--- src/rtl/banner_scroll_if.sv ---
// Banner ROM and pixel-row bus between banner_scroll_ctrl and its neighbours.
// master: the controller (drives ROM address and pixel rows).
// slave : the ROM / display-writer side.
interface banner_scroll_if #(
  parameter int ROM_W = 70,
  parameter int WIN_W = 32
);
  logic [4:0]       rom_addr;
  logic [ROM_W-1:0] rom_data;
  logic             pix_valid;
  logic             pix_ready;
  logic [WIN_W-1:0] pix_data;
  logic [4:0]       pix_row;
  logic             pix_last;

  modport master (
    output rom_addr,
    input  rom_data,
    output pix_valid,
    input  pix_ready,
    output pix_data,
    output pix_row,
    output pix_last
  );

  modport slave (
    input  rom_addr,
    output rom_data,
    input  pix_valid,
    output pix_ready,
    input  pix_data,
    input  pix_row,
    input  pix_last
  );
endinterface

--- src/rtl/banner_scroll_ctrl.sv ---
// Banner scroll controller: walks a 1-cycle-latency row ROM once per frame and
// hands a horizontally scrolled WIN_W-column window of each row downstream.
// The scroll offset advances one column every SCROLL_DIV completed frames.
// Optional build macro BANNER_BLINK_EN: blanks pix_data on alternate groups
// of BLINK_FRAMES frames (timing and handshakes unchanged).
//
// state  | meaning
// -------+-----------------------------------------------------------
// IDLE   | waiting for start
// ADDR   | rom_addr = current row, ROM samples it on the next edge
// WAIT   | ROM data becomes valid; window loaded at the next edge
// DATA   | pix_valid high, holding the row until pix_ready
// DONE   | one-cycle frame_done; frame / scroll counters advance
module banner_scroll_ctrl #(
  parameter int ROWS         = 15,
  parameter int ROM_W        = 70,
  parameter int WIN_W        = 32,
  parameter int SCROLL_DIV   = 4
`ifdef BANNER_BLINK_EN
  , parameter int BLINK_FRAMES = 8
`endif
) (
  input  logic                   clk,
  input  logic                   rst,
  input  logic                   start,
  banner_scroll_if.master        bus,
  output logic                   busy,
  output logic                   frame_done,
  output logic [6:0]             offset
);

  localparam int FCW = (SCROLL_DIV > 1) ? $clog2(SCROLL_DIV) : 1;

  typedef enum logic [2:0] {S_IDLE, S_ADDR, S_WAIT, S_DATA, S_DONE} state_t;

  state_t           state, state_nxt;
  logic [4:0]       row;
  logic [FCW-1:0]   frame_cnt;
  logic             last_row;
  logic [WIN_W-1:0] window;
  logic [WIN_W-1:0] pix_load;

  assign last_row = (row == 5'(ROWS - 1));

`ifdef BANNER_BLINK_EN
  localparam int BCW = (BLINK_FRAMES > 1) ? $clog2(BLINK_FRAMES) : 1;
  logic [BCW-1:0] blink_cnt;
  logic           blink_on;
  assign pix_load = blink_on ? '0 : window;
`else
  assign pix_load = window;
`endif

  // Extract the visible window from the ROM row, wrapping past the last column.
  always_comb begin
    int idx;
    window = '0;
    idx    = 0;
    for (int c = 0; c < WIN_W; c++) begin
      idx = int'(offset) + c;
      if (idx >= ROM_W) idx = idx - ROM_W;
      window[WIN_W-1-c] = bus.rom_data[ROM_W-1-idx];
    end
  end

  // State register.
  always_ff @(posedge clk) begin
    if (rst) state <= S_IDLE;
    else     state <= state_nxt;
  end

  // Next-state logic; start is only looked at in IDLE.
  always_comb begin
    state_nxt = state;
    case (state)
      S_IDLE: if (start) state_nxt = S_ADDR;
      S_ADDR: state_nxt = S_WAIT;
      S_WAIT: state_nxt = S_DATA;
      S_DATA: if (bus.pix_ready) state_nxt = last_row ? S_DONE : S_ADDR;
      S_DONE: state_nxt = S_IDLE;
      default: state_nxt = S_IDLE;
    endcase
  end

  // Status outputs decoded from the state.
  always_comb begin
    busy          = (state != S_IDLE);
    frame_done    = (state == S_DONE);
    bus.pix_valid = (state == S_DATA);
    bus.pix_last  = (state == S_DATA) && (bus.pix_row == 5'(ROWS - 1));
  end

  // Row sequencing, ROM address, output row register and frame/scroll counters.
  always_ff @(posedge clk) begin
    if (rst) begin
      row          <= '0;
      bus.rom_addr <= '0;
      bus.pix_data <= '0;
      bus.pix_row  <= '0;
      frame_cnt    <= '0;
      offset       <= '0;
`ifdef BANNER_BLINK_EN
      blink_cnt    <= '0;
      blink_on     <= 1'b0;
`endif
    end else begin
      case (state)
        S_IDLE: begin
          if (start) begin
            row          <= '0;
            bus.rom_addr <= '0;
          end
        end
        S_WAIT: begin
          bus.pix_data <= pix_load;
          bus.pix_row  <= row;
        end
        S_DATA: begin
          if (bus.pix_ready && !last_row) begin
            row          <= row + 5'd1;
            bus.rom_addr <= row + 5'd1;
          end
        end
        S_DONE: begin
          if (frame_cnt == FCW'(SCROLL_DIV - 1)) begin
            frame_cnt <= '0;
            offset    <= (offset == 7'(ROM_W - 1)) ? 7'd0 : offset + 7'd1;
          end else begin
            frame_cnt <= frame_cnt + 1'b1;
          end
`ifdef BANNER_BLINK_EN
          if (blink_cnt == BCW'(BLINK_FRAMES - 1)) begin
            blink_cnt <= '0;
            blink_on  <= ~blink_on;
          end else begin
            blink_cnt <= blink_cnt + 1'b1;
          end
`endif
        end
        default: ;
      endcase
    end
  end

endmodule

--- src/flat_wrapper.sv ---
// flat-port wrapper written by rule: the top's interface ports become plain ports
module banner_scroll_ctrl_flat 
#(
  parameter int ROWS         = 15,
  parameter int ROM_W        = 70,
  parameter int WIN_W        = 32,
  parameter int SCROLL_DIV   = 4

)
  (clk, rst, start, busy, frame_done, offset, bus_rom_addr, bus_rom_data, bus_pix_valid, bus_pix_ready, bus_pix_data, bus_pix_row, bus_pix_last);
  banner_scroll_if #(.ROM_W(ROM_W), .WIN_W(WIN_W)) bus_i ();
  input  logic clk;
  input  logic rst;
  input  logic start;
  output logic busy;
  output logic frame_done;
  output logic [6:0] offset;
  output wire logic [$bits(bus_i.rom_addr)-1:0] bus_rom_addr;
  input wire logic [$bits(bus_i.rom_data)-1:0] bus_rom_data;
  output wire logic [$bits(bus_i.pix_valid)-1:0] bus_pix_valid;
  input wire logic [$bits(bus_i.pix_ready)-1:0] bus_pix_ready;
  output wire logic [$bits(bus_i.pix_data)-1:0] bus_pix_data;
  output wire logic [$bits(bus_i.pix_row)-1:0] bus_pix_row;
  output wire logic [$bits(bus_i.pix_last)-1:0] bus_pix_last;
  assign bus_rom_addr = bus_i.rom_addr;
  assign bus_i.rom_data = bus_rom_data;
  assign bus_pix_valid = bus_i.pix_valid;
  assign bus_i.pix_ready = bus_pix_ready;
  assign bus_pix_data = bus_i.pix_data;
  assign bus_pix_row = bus_i.pix_row;
  assign bus_pix_last = bus_i.pix_last;
  banner_scroll_ctrl #(.ROWS(ROWS), .ROM_W(ROM_W), .WIN_W(WIN_W), .SCROLL_DIV(SCROLL_DIV)) u_core (.clk(clk), .rst(rst), .start(start), .bus(bus_i), .busy(busy), .frame_done(frame_done), .offset(offset));
endmodule
--- config.mk ---
export PLATFORM = sky130hd
export DESIGN_NAME = banner_scroll_ctrl_flat
export DESIGN_NICKNAME = d
export VERILOG_FILES = /design/src/rtl/banner_scroll_if.sv /design/src/rtl/banner_scroll_ctrl.sv /design/src/flat_wrapper.sv
export SDC_FILE = /design/constraint.sdc
export NUM_CORES = 1
export LEC_CHECK = 0
export CAP_MARGIN = 20
export CORE_MARGIN = 2
export CORE_UTILIZATION = 47
export DETAILED_ROUTE_END_ITERATION = 16
export RECOVER_POWER = 25
export SLEW_MARGIN = 20
export SYNTH_ARGS = -nofsm -noshare
export SYNTH_HDL_FRONTEND = slang
export SYNTH_SLANG_ARGS = --single-unit
export TNS_END_PERCENT = 100
--- constraint.sdc ---
create_clock -name clk -period 8.25 [get_ports clk]
set_input_delay 0.825 -clock clk [delete_from_list [all_inputs] [get_ports clk]]
set_output_delay 0.825 -clock clk [all_outputs]
set_load 0.02 [all_outputs]
## After elaboration in Yosys (flattened, before gate mapping)

Index checks and enable logic that the tools add are counted.

| storage, ports and cells | value |
|---|---|
| bits of input ports | 74 |
| output and inout bits | 53 |
| flip-flop bits (word level) | 54 |
| logic and storage cells | 325 |

| operators by class | value |
|---|---|
| equality and inequality tests | 11 |
| order comparisons | 64 |
| $add $sub $neg | 98 |
| multiplexer cells | 137 |
| reductions and logical operators | 9 |

Operators by type and width:

| kind | number |
|---|---|
| 32-bit by 9-bit < comparator with 1-bit output, second input constant | 32 |
| 32-bit 2-to-1 mux | 32 |
| 8-bit by 32-bit subtractor with 32-bit output, first input constant | 32 |
| 32-bit by 8-bit >= comparator with 1-bit output, second input constant | 31 |
| 32-bit by 8-bit subtractor with 32-bit output, second input constant | 31 |
| 1-bit binary-select mux with 7-bit select | 32 |
| 7-bit by 5-bit adder with 8-bit output, second input constant | 16 |
| 7-bit by 4-bit adder with 8-bit output, second input constant | 8 |
| 1-bit 2-to-1 mux | 64 |
| 7-bit by 3-bit adder with 8-bit output, second input constant | 4 |
| 7-bit by 2-bit adder with 8-bit output, second input constant | 2 |
| 3-bit case mux with 4 select lines | 1 |
| 5-bit by 4-bit == test with 1-bit output, second input constant | 2 |
| 5-bit 2-to-1 mux | 2 |
| 5-bit case mux with 2 select lines | 1 |
| 3-bit 2-to-1 mux | 3 |
| 7-bit by 1-bit adder with 8-bit output, second input constant | 1 |
| 7-bit by 7-bit subtractor with 8-bit output, second input constant | 1 |
| 7-bit by 1-bit adder with 7-bit output, second input constant | 1 |
| 7-bit == test, second input constant | 1 |
| 7-bit >= comparator, second input constant | 1 |
| 7-bit 2-to-1 mux | 1 |
| 3-bit by 2-bit == test with 1-bit output, second input constant | 2 |
| 5-bit by 1-bit adder with 5-bit output, second input constant | 1 |
| other kinds (14) | 17 |

## Longest topological paths before layout

| logic depth | value |
|---|---|
| depth after elaboration | 7 |
| mapped depth | 28 |
| mapped depth without buffers | 19 |

## Worst setup path after synthesis

Ideal clock, no wire load.

| path | value |
|---|---|
| path kind | register -> register |
| start point | register u_core.offset[1] |
| end point | register u_core.bus.pix_data[12] |
| setup slack | 1657 ps |
| data arrival time | 6534 ps |
| required time | 8191 ps |
| setup time | 59 ps |
| cell stages (with the launch flop) | 26 |
| path buffers | 9 |
| cell sequence | dfxtp_1 > buf_4 > buf_6 > buf_2 > clkinv_1 > clkbuf_1 > ha_1 > clkbuf_1 > inv_1 > buf_2 > buf_1 > ha_1 > nand2_1 > a21boi_0 > nand3_1 > o31ai_4 > xnor2_1 > clkbuf_1 > inv_1 > ha_1 > buf_1 > mux4_2 > mux4_2 > mux2i_1 > nand3_1 > nand2_1 |

| on the way | value |
|---|---|
| cells in the longest elaborated chain, start to end | 7 |

RTL lines:

| item | line | source |
|---|---|---|
| start, declared | banner_scroll_ctrl.sv:29 | `output logic [6:0] offset` |
| start signal, assigned | banner_scroll_ctrl.sv:127 | `offset <= (offset == 7'(ROM_W - 1)) ? 7'd0 : offset + 7'd1;` |
| 7-bit by 5-bit adder with 8-bit output * | banner_scroll_ctrl.sv:60 | `idx = int'(offset) + c;` |
| 32-bit by 8-bit subtractor with 32-bit output or 32-bit by 8-bit >= comparator with 1-bit output (tied branches) | banner_scroll_ctrl.sv:61 | `if (idx >= ROM_W) idx = idx - ROM_W;` |
| 32-bit 2-to-1 mux * | banner_scroll_ctrl.sv:61 |  |
| 8-bit by 32-bit subtractor with 32-bit output * | banner_scroll_ctrl.sv:62 | `window[WIN_W-1-c] = bus.rom_data[ROM_W-1-idx];` |
| 1-bit binary-select mux with 7-bit select * | banner_scroll_ctrl.sv:62 |  |
| 1-bit 2-to-1 mux (not written as such) * (2 in series) | banner_scroll_ctrl.sv:62 |  |
| end signal, assigned | banner_scroll_ctrl.sv:115 | `bus.pix_data <= pix_load;` |
| end, declared | banner_scroll_if.sv:21 | `output pix_data,` |

Mark *: on every way between the ends. The rest lies on a longest branch, timed or not. The select of a mux whose other input is x is not followed.
A chain may end at the register's enable or synchronous reset.

## Worst setup path in the final report

| path | value |
|---|---|
| start point | register u_core.offset[3] |
| end point | register u_core.bus.pix_data[18] |

| on the way | value |
|---|---|
| cells in the longest elaborated chain, start to end | 7 |

RTL lines:

| item | line |
|---|---|
| 7-bit by 4-bit adder with 8-bit output * | banner_scroll_ctrl.sv:60 |
| 32-bit by 8-bit subtractor with 32-bit output or 32-bit by 8-bit >= comparator with 1-bit output (tied branches) | banner_scroll_ctrl.sv:61 |
| 32-bit 2-to-1 mux * | banner_scroll_ctrl.sv:61 |
| 8-bit by 32-bit subtractor with 32-bit output * | banner_scroll_ctrl.sv:62 |
| 1-bit binary-select mux with 7-bit select * | banner_scroll_ctrl.sv:62 |
| 1-bit 2-to-1 mux (not written as such) * (2 in series) | banner_scroll_ctrl.sv:62 |

Marked as above.

==> summary.log <==
INFO  power          vdd_ir_drop_max=0.09045mV
INFO  synth          ys_ff_latch=54
INFO  finish         final_common_cell=sky130_fd_sc_hd__nand2_1
INFO  global_routing grt_pass1_wl=161,300microns
INFO  drt            detail_route.drc_violations=0
INFO  synth          synthesis.nets=3,027
INFO  global_routing grt_busiest_layer=met2
INFO  synth          number_of_cells_produced_by_synthesis=2,882
INFO  clocking       cts_hold_buf=0
INFO  synth          asyncSetResetFlopFracSynth=0%
INFO  clocking       clkLatencyLatePin=0.38ns
INFO  finish         final-seq-area=1092squm
INFO  global_routing grt_antenna_before_repair=3
INFO  global_routing grt_use_met3=8.061%
INFO  timing         finalCritPeriodShare=78.55%
INFO  drt            detailed_router_iteration_count_before_antenna_repair=6
INFO  synth          synthesis.area=23,960squm
INFO  drt            via_count=25,930
INFO  placed_design  gp_congestion=0.9849
INFO  timing         clock_period_minus_worst_slack=6.480ns
INFO  finish         final_layout_size_suffix_gt1_share=19.10%
INFO  drt            route.detailed.wl_per_inst=31.19microns
INFO  critical_path  criticalPathCategory=reg2reg
INFO  clocking       cts.repair_timing.setup_buffer_count=0
INFO  global_routing globalRouteMet2Util=62.60%
INFO  global_routing gr-total-overflow=0
INFO  clocking       postCtsResizedCells=0
INFO  floorplan      die_width=229.8microns
INFO  timing         timing.hold.ws=0.4876ns
INFO  finish         areaGrowthSynthToFinish=7.916%
INFO  clocking       cts.path.max_buffers=2
INFO  finish         multi_input_gate_area=21,550squm
INFO  finish         final_cell_count_no_fill=3,529
INFO  global_routing first_global_vias=24,430
INFO  floorplan      core_area=50,270squm
INFO  finish         nFillCells=4,840
INFO  synth          synth-seq-area-share=4.512%
INFO  drt            routed_wirelength=110,100microns
INFO  placed_design  placed_cells_incl_taps=3,517
INFO  placed_design  numPortBuffers=126
INFO  floorplan      ioPinCount=127
INFO  critical_path  critPathArrivalTime=6.75ns
INFO  clocking       clockRootBuffer=sky130_fd_sc_hd__clkbuf_16
INFO  timing         final.setup_skew=0.03164ns
INFO  critical_path  cp_max_fo=23
INFO  critical_path  r2r_setup_slack=1.77ns
INFO  floorplan      die_height=229.8microns
INFO  synth          synth_edf_count=0
INFO  hold_path      worst_hold_path_type=reg2reg
INFO  timing         worst_pin_slew=2.653ns
INFO  synth          yosys_warnings=0
INFO  timing         clock.fmax=154.3MHz
INFO  critical_path  timing.critical_path.from_type=flip-flop
INFO  floorplan      core.rowCount=82
INFO  timing         finalHoldViolations=0
INFO  synth          commonest_register_cell_after_synthesis=sky130_fd_sc_hd__dfxtp_1
INFO  global_routing largest_net_degree_at_the_start_of_global_routing=65
INFO  drt            detail_route.vias_per_cell=7.347
INFO  timing         rsz0062_at_grt=false
INFO  critical_path  cp_data_required_time=8.52ns
INFO  job            cap_violations=1
INFO  drt            detail-route-antenna-nets=0
INFO  clocking       cts_htree_levels=2
INFO  finish         mostFrequentLayoutCells=sky130_fd_sc_hd__nand2_1, sky130_fd_sc_hd__mux4_2, sky130_fd_sc_hd__mux2i_1
INFO  global_routing global_route_usage_sum=40.39%
INFO  clocking       cts_num_sinks=54
INFO  floorplan      initial_utilization=47.66%
INFO  power          leakagePower=9.210nW
INFO  clocking       cts_tree=yes
INFO  clocking       cts.reportedPaths.clkPinSlew=0.13ns
INFO  timing         slew_violations=33
INFO  timing         headroom_to_the_max_slew_limit=-76.89%
INFO  power          powerDensity=42.49nW/um^2
INFO  synth          synth_cell_types=119
INFO  critical_path  end_kind=flip-flop
INFO  global_routing gr-usage-met1=52.20%
INFO  timing         setup_failing_eps_final=0
INFO  outcome        status=finished, violations left
INFO  placed_design  place_hpwl=76,690microns
INFO  outcome        violations=max-capacitance violations, max-slew violations
INFO  clocking       cts_made_buffers=5
INFO  drt            starting_drc_count_in_detailed_routing=3,470
INFO  timing         setup_tns=0ns
INFO  synth          synthesis.area_per_instance=8.314squm
INFO  floorplan      design.die.area=52,800squm
INFO  finish         design.final.nets=2,997
## worst paths after layout
check                                          start                              endpoint  depth (start not counted)
setup / recovery       u_core.offset[3]$_SDFFE_PP0P_  u_core.bus.pix_data[18]$_SDFFE_PP0P_                         16
hold / removal    u_core.bus.pix_row[3]$_SDFFE_PP0P_    u_core.bus.pix_row[3]$_SDFFE_PP0P_                          2
setup reg to reg       u_core.offset[3]$_SDFFE_PP0P_  u_core.bus.pix_data[18]$_SDFFE_PP0P_                         16
hold reg to reg   u_core.bus.pix_row[3]$_SDFFE_PP0P_    u_core.bus.pix_row[3]$_SDFFE_PP0P_                          2
## layer usage
layer | up-vias | wire length, microns
li1 | 10980 | -
met1 | 12650 | 42020
met2 | 1855 | 48340
met3 | 441 | 12170
met4 | 2 | 7528
met5 | - | 8
## Yosys cell counts (19+ instances only)
library cell | instances | share of area, %
sky130_fd_sc_hd__a211oi_1 | 25 | 0.78
sky130_fd_sc_hd__a21o_1 | 19 | 0.60
sky130_fd_sc_hd__a21oi_1 | 160 | 3.3
sky130_fd_sc_hd__a31oi_1 | 37 | 0.97
sky130_fd_sc_hd__and2_1 | 20 | 0.52
sky130_fd_sc_hd__buf_1 | 26 | 0.41
sky130_fd_sc_hd__buf_2 | 70 | 1.5
sky130_fd_sc_hd__clkbuf_1 | 142 | 2.2
sky130_fd_sc_hd__dfxtp_1 | 54 | 4.5
sky130_fd_sc_hd__ha_1 | 71 | 3.7
sky130_fd_sc_hd__inv_1 | 48 | 0.75
sky130_fd_sc_hd__mux2_2 | 89 | 4.2
sky130_fd_sc_hd__mux2i_1 | 237 | 9.9
sky130_fd_sc_hd__mux4_2 | 235 | 22
sky130_fd_sc_hd__nand2_1 | 256 | 4.0
sky130_fd_sc_hd__nand2b_1 | 34 | 0.89
sky130_fd_sc_hd__nand3_1 | 76 | 1.6
sky130_fd_sc_hd__nand3b_1 | 19 | 0.60
sky130_fd_sc_hd__nand4_1 | 34 | 0.89
sky130_fd_sc_hd__nor2_1 | 214 | 3.4
sky130_fd_sc_hd__nor2b_1 | 27 | 0.70
sky130_fd_sc_hd__nor3_1 | 92 | 1.9
sky130_fd_sc_hd__nor4_1 | 19 | 0.50
sky130_fd_sc_hd__o211ai_1 | 29 | 0.91
sky130_fd_sc_hd__o21ai_0 | 141 | 2.9
sky130_fd_sc_hd__o31ai_1 | 34 | 1.1
sky130_fd_sc_hd__xnor2_1 | 204 | 7.5
sky130_fd_sc_hd__xor2_1 | 70 | 2.6
## final cells by class
cell class / count / area share, %
inverter: 54 / 0.7839
clock inverter: 3 / 0.1113
sequential: 54 / 4.224
clock buffer: 5 / 0.4839
tap: 672 / 3.252
antenna: 4 / 0.03871
multi-input combinational: 2511 / 83.34
timing repair buffer: 226 / 7.766
## stage by stage
step	setup WS [ns]	cell area, sq um	utilization [%]	power, mW
global route	1.466	25850	51.42	1.109
CTS	1.987	25840	51.40	1.077
floorplan	1.657	23960	-	0.5626
detailed placement	1.996	25690	51.09	0.7894
finish	1.770	25860	51.43	1.099
global placement	2.133	25690	51.09	0.7837
## registers in the layout (all words and copies together), names as in the netlist
register	count
u_core.bus.pix_data	32
u_core.bus.pix_row	5
u_core.bus.rom_addr	5
u_core.frame_cnt	2
u_core.offset	7
u_core.state	3
## critical path, stage by stage, from the launching register on
cell	delay, ns
sky130_fd_sc_hd__dfxtp_2	0.51
sky130_fd_sc_hd__inv_2	0.57
sky130_fd_sc_hd__ha_1	0.58
sky130_fd_sc_hd__a21boi_0	0.66
sky130_fd_sc_hd__xnor2_1	0.32
sky130_fd_sc_hd__nor3_1	0.47
sky130_fd_sc_hd__a41o_1	0.37
sky130_fd_sc_hd__xnor2_1	0.25
sky130_fd_sc_hd__inv_1	0.29
sky130_fd_sc_hd__ha_1	0.29
sky130_fd_sc_hd__xnor3_1	0.98
sky130_fd_sc_hd__mux2i_1	0.16
sky130_fd_sc_hd__mux4_2	0.49
sky130_fd_sc_hd__nor3b_1	0.19
sky130_fd_sc_hd__a31oi_1	0.06
sky130_fd_sc_hd__nand4_1	0.08
sky130_fd_sc_hd__nand3_1	0.07
## power by group
group	switching (mW)	internal (mW)	leakage, nW
logic	0.293	0.217	8.69
registers	0.0176	0.277	0.444
clock network	0.175	0.118	0.0759
total	0.486	0.613	9.21
## logic make-up (layout without fill, tap and decap cells)
logic type | count (synthesis) | in the layout | share of synthesized area (%)
AND/OR/NAND/NOR | 893 | 893 | 18.33
AO/OA/AOI/OAI | 694 | 694 | 20.04
multiplexers | 562 | 562 | 36.27
buffers and inverters | 317 | 288 | 5.833
XOR/XNOR | 290 | 290 | 11.27
adder cells (fa/ha/maj) | 72 | 72 | 3.749
flip-flops | 54 | 54 | 4.512
other | 0 | 4 | 0
Power figures use the tool's default switching activity.
